File: src/rtl/fsm_seq16_dwell_ctrl.sv
// Sixteen-step sequencer: each step is held for (dwell[step] + 1) cycles.
// Supports start/stop/abort control, pause/resume, and single-pass or looping modes.
module fsm_seq16_dwell_ctrl (
    input  logic        clk,
    input  logic        rst,
    input  logic        cfg_we,
    input  logic [3:0]  cfg_addr,
    input  logic [7:0]  cfg_data,
    input  logic        start,
    input  logic        stop,
    input  logic        abort,
    input  logic        oneshot,
    output logic        busy,
    output logic        paused,
    output logic [3:0]  cur_step,
    output logic [15:0] step_oh,
    output logic        adv,
    output logic        wrap,
    output logic        done
);

    localparam int unsigned STEP_W  = 4;
    localparam int unsigned DWELL_W = 8;
    localparam int unsigned N_STEPS = 16;
    localparam logic [STEP_W-1:0] LAST_STEP = STEP_W'(N_STEPS - 1);

    typedef enum logic [1:0] {
        IDLE  = 2'd0,
        RUN   = 2'd1,
        PAUSE = 2'd2
    } state_t;

    state_t              state;
    state_t              state_nxt;
    logic [STEP_W-1:0]   step_nxt;
    logic [STEP_W-1:0]   step_inc;
    logic [DWELL_W-1:0]  cnt;
    logic [DWELL_W-1:0]  cnt_nxt;
    logic                mode;
    logic                mode_nxt;
    logic                adv_nxt;
    logic                wrap_nxt;
    logic                done_nxt;
    logic [DWELL_W-1:0]  dwell [N_STEPS];

    assign step_inc = STEP_W'(cur_step + 1'b1);

    // Dwell table. A write only changes the value used by later counter loads.
    always_ff @(posedge clk or posedge rst) begin
        if (rst) begin
            for (int i = 0; i < int'(N_STEPS); i++) begin
                dwell[i] <= '0;
            end
        end else if (cfg_we) begin
            dwell[cfg_addr] <= cfg_data;
        end
    end

    // Next-state logic. Command priority is abort > stop > start.
    always_comb begin
        state_nxt = state;
        step_nxt  = cur_step;
        cnt_nxt   = cnt;
        mode_nxt  = mode;
        adv_nxt   = 1'b0;
        wrap_nxt  = 1'b0;
        done_nxt  = 1'b0;
        if (abort) begin
            state_nxt = IDLE;
            step_nxt  = '0;
            cnt_nxt   = '0;
        end else begin
            case (state)
                IDLE: begin
                    if (start && !stop) begin
                        state_nxt = RUN;
                        step_nxt  = '0;
                        cnt_nxt   = dwell[0];
                        mode_nxt  = oneshot;
                        adv_nxt   = 1'b1;
                    end
                end
                RUN: begin
                    if (stop) begin
                        state_nxt = PAUSE;
                    end else if (cnt != '0) begin
                        cnt_nxt = cnt - 1'b1;
                    end else if (cur_step == LAST_STEP && mode) begin
                        // A single pass finishes here: go idle with no advance pulse.
                        state_nxt = IDLE;
                        step_nxt  = '0;
                        done_nxt  = 1'b1;
                    end else begin
                        step_nxt = step_inc;
                        cnt_nxt  = dwell[step_inc];
                        adv_nxt  = 1'b1;
                        wrap_nxt = (cur_step == LAST_STEP);
                    end
                end
                PAUSE: begin
                    if (start && !stop) begin
                        state_nxt = RUN;
                    end
                end
                default: begin
                    state_nxt = IDLE;
                    step_nxt  = '0;
                    cnt_nxt   = '0;
                end
            endcase
        end
    end

    // State register together with the registered outputs.
    always_ff @(posedge clk or posedge rst) begin
        if (rst) begin
            state    <= IDLE;
            cur_step <= '0;
            cnt      <= '0;
            mode     <= 1'b0;
            busy     <= 1'b0;
            paused   <= 1'b0;
            step_oh  <= '0;
            adv      <= 1'b0;
            wrap     <= 1'b0;
            done     <= 1'b0;
        end else begin
            state    <= state_nxt;
            cur_step <= step_nxt;
            cnt      <= cnt_nxt;
            mode     <= mode_nxt;
            busy     <= (state_nxt != IDLE);
            paused   <= (state_nxt == PAUSE);
            step_oh  <= (state_nxt != IDLE) ? (N_STEPS'(1) << step_nxt) : '0;
            adv      <= adv_nxt;
            wrap     <= wrap_nxt;
            done     <= done_nxt;
        end
    end

endmodule
File: config.mk
export PLATFORM = sky130hd
export DESIGN_NAME = fsm_seq16_dwell_ctrl
export DESIGN_NICKNAME = d
export VERILOG_FILES = /design/src/rtl/fsm_seq16_dwell_ctrl.sv
export SDC_FILE = /design/constraint.sdc
export NUM_CORES = 1
export LEC_CHECK = 0
export BUFFER_PORTS_ARGS = -buffer_cell sky130_fd_sc_hd__buf_2
export CAP_MARGIN = 15
export CORE_ASPECT_RATIO = 0.8
export CORE_MARGIN = 4
export CORE_UTILIZATION = 65
export CTS_BUF_LIST = sky130_fd_sc_hd__clkbuf_16
export CTS_CLUSTER_DIAMETER = 60
export DETAILED_ROUTE_END_ITERATION = 12
export GPL_ROUTABILITY_DRIVEN = 0
export PLACE_DENSITY_LB_ADDON = 0.3
export SYNTH_ARGS = -nofsm -noshare
export SYNTH_HDL_FRONTEND = slang
export SYNTH_SLANG_ARGS = --single-unit
File: constraint.sdc
create_clock -name clk -period 8.45 [get_ports clk]
set_clock_uncertainty 0.05 [all_clocks]
set_input_delay 0.845 -clock clk [delete_from_list [all_inputs] [get_ports clk]]
set_output_delay 0.845 -clock clk [all_outputs]
set_load 0.01 [all_outputs]
==> results.yml <==
sta:
  finalHoldWorstSlack_ns: 0.456
  setup_slack_ns: 5.55
  max_freq_ghz: 0.345
  tightest_slew_ns: 1.02
  fin_tns_setup_ns: 0
  maxSlewHeadroom_pct: 31.4
  fin_crit_ns: 2.90
  final_max_slew_viol_count: 0
  setup_viol: 0
  hold_violations: 0
  rsz0062_at_grt: "no"
  fin_crit_sh_pct: 34.3
finish:
  layout.nets: 615
  final_core_util_pct: 74.2
  synthToLayoutAreaGrowth_pct: 11.3
  drive_gt1_share_pct: 43.1
  diodes: 0
setup_path:
  cp.required_ns: 8.70
  path_class: "register to register"
  critical_path_arrival_ns: 3.14
  critPathLaunchType: "register"
  cp-end-kind: "register"
  cp_max_fo: 21
die:
  io_pins: 44
  row_count: 35
  coreArea_mm2: 0.0116
  die_y_um: 105
  start_util_pct: 66.7
  die_area_mm2: 0.0137
  die_w_um: 130
detailed_routing:
  drtPass1Iterations: 5
  wl_met2_um: 8440
  drtAntennaViolNets: 0
  drt-met1-wl_um: 7550
  vias_per_cell: 6.48
  drc: 0
  wire_per_inst_um: 22.7
  routed.top_layer: "met4"
  wl_um: 17100
  vias: 4878
  initialDrtViolationCount: 365
  wl_met3_um: 900
power_and_ir_drop:
  leakagePower_uw: 0.00375
  total_power_uw: 2130
  power_density_mw_per_mm2: 248
  ir_drop_mv: 0.166
cts:
  clock-sinks: 164
  insertion_delay_ns: 0.42
  postCtsHoldBufs: 0
  cts_made_buffers: 17
  cts_buffer_depth: 2
  cts_setup_buffers: 0
  cts_resized: 0
  root_buffer: "clkbuf_16"
  cts_max_level: 4
  cts_tree: "done"
  clk_pin_slew_ns: 0.07
yosys:
  synth-edff-count: 0
  ys_seq_area_share_pct: 53.2
  yosys_warnings: 0
  netlist_instances: 558
  ys_async_sr_fraction_pct: 100
  syn_nets: 580
  synthFlopType: "dfrtp_1"
  yosys_register_bits: 164
  netlist_area_mm2: 0.00771
  syn_area_per_cell_um2: 13.8
  ys_types: 55
place:
  dp_hpwl_um: 11200
  io_buffers: 43
  dp_slack_ns: 5.57
global_route:
  grt_max_degree: 109
  first_global_vias: 5049
  antenna_found_initial: 0
  gr-total-overflow: 0
  grt_usage_pct: 26.7
  grt_pass1_wl_um: 27600
hold_path:
  hold_path_class: "register to register"
run:
  cap_violations: 0
outcome:
  status: "finished clean"
flip-flops by register name (all words and copies together), names as in the netlist:
| register | flops |
|---|---|
| dwell | 128 |
| step_oh | 16 |
| cnt | 8 |
| cur_step | 4 |
| state | 2 |
| adv | 1 |
| busy | 1 |
| done | 1 |
| mode | 1 |
| paused | 1 |
| wrap | 1 |
through the flow:
step	cells	cell area (µm²)
after floorplan	558	7710
after global placement	722	8010
after detailed placement	722	8010
after CTS	753	8580
after global routing	753	8580
final	753	8580
critical path: stages (launching register included):
cell     delay, ns
dfrtp_1       0.44
ha_1          0.78
buf_4         0.44
mux4_2        0.35
mux4_2        0.46
o21ai_0       0.15
nand3_1       0.08
layout make-up:
type | instances | area, µm²
Clock buffer | 17 | 425
Sequential cell | 164 | 4110
Timing Repair Buffer | 47 | 245
Multi-Input combinational cell | 358 | 3450
Tap cell | 148 | 185
Inverter | 5 | 23.8
Clock inverter | 14 | 141
Fill cell | 742 | 2980
placed cells by master, fill, tap and decap left out, types with 5 or more instances in the layout:
master	Yosys	routed
dfrtp_1	164	163
mux2_2	133	133
buf_2	8	43
nor2_1	36	36
mux4_2	33	33
nand2_1	21	21
clkbuf_16	0	17
nor3_1	13	13
a21oi_1	13	13
mux2i_1	12	12
o21ai_0	10	10
nand3_1	9	9
inv_6	0	8
nand2b_1	7	7
o211ai_1	5	5
cell families after synthesis:
kind of cell | after synthesis | synth area share [%]
XOR/XNOR | 5 | 0.666
AO/OA/AOI/OAI | 55 | 5.15
buffers and inverters | 36 | 1.98
AND/OR/NAND/NOR | 117 | 7.86
multiplexers | 178 | 30.6
adder cells (fa/ha/maj) | 3 | 0.487
flip-flops | 164 | 53.2
worst paths after layout:
path / slack [ns] / start / cells past startpoint / to
worst max-delay path: 5.55 / cur_step[1]$_DFF_PP0_ / 6 / cnt[7]$_DFFE_PP0P_
worst min-delay path: 0.46 / dwell[107]$_DFFE_PP0P_ / 1 / dwell[107]$_DFFE_PP0P_
min in group asynchronous: 0.56 / rst / 2 / dwell[41]$_DFFE_PP0P_
worst max register to register: 5.55 / cur_step[1]$_DFF_PP0_ / 6 / cnt[7]$_DFFE_PP0P_
worst min register to register: 0.46 / dwell[107]$_DFFE_PP0P_ / 1 / dwell[107]$_DFFE_PP0P_
max in group asynchronous: 6.47 / rst / 3 / dwell[45]$_DFFE_PP0P_
cell usage after synthesis (all sizes together), types with 4 or more instances:
cell type / number / share of area, %
o21ai: 12 / 0.83
nor3: 16 / 1.3
a21oi: 14 / 0.96
mux2i: 12 / 1.6
dfrtp: 164 / 53
clkbuf: 20 / 0.97
nand3: 10 / 0.71
o211ai: 5 / 0.49
nand2: 22 / 1.1
buf: 11 / 0.76
inv: 5 / 0.24
xor2: 4 / 0.55
nor2b: 4 / 0.32
nand2b: 7 / 0.57
mux2: 133 / 19
nor2: 36 / 1.8
mux4: 33 / 9.6
a211oi: 4 / 0.45
where the power goes:
part           internal, µW  switching [µW]
Sequential              935            89.5
Clock                   413             331
Combinational           206             156
layer usage:
metal | up-vias | GRT usage, %
li1 | 2156 | -
met1 | 2542 | 38.7
met2 | 157 | 41.8
met3 | 23 | 5.78
met4 | 0 | 7.05
met5 | - | 0
Note: power is estimated with default switching activity, not from simulation.
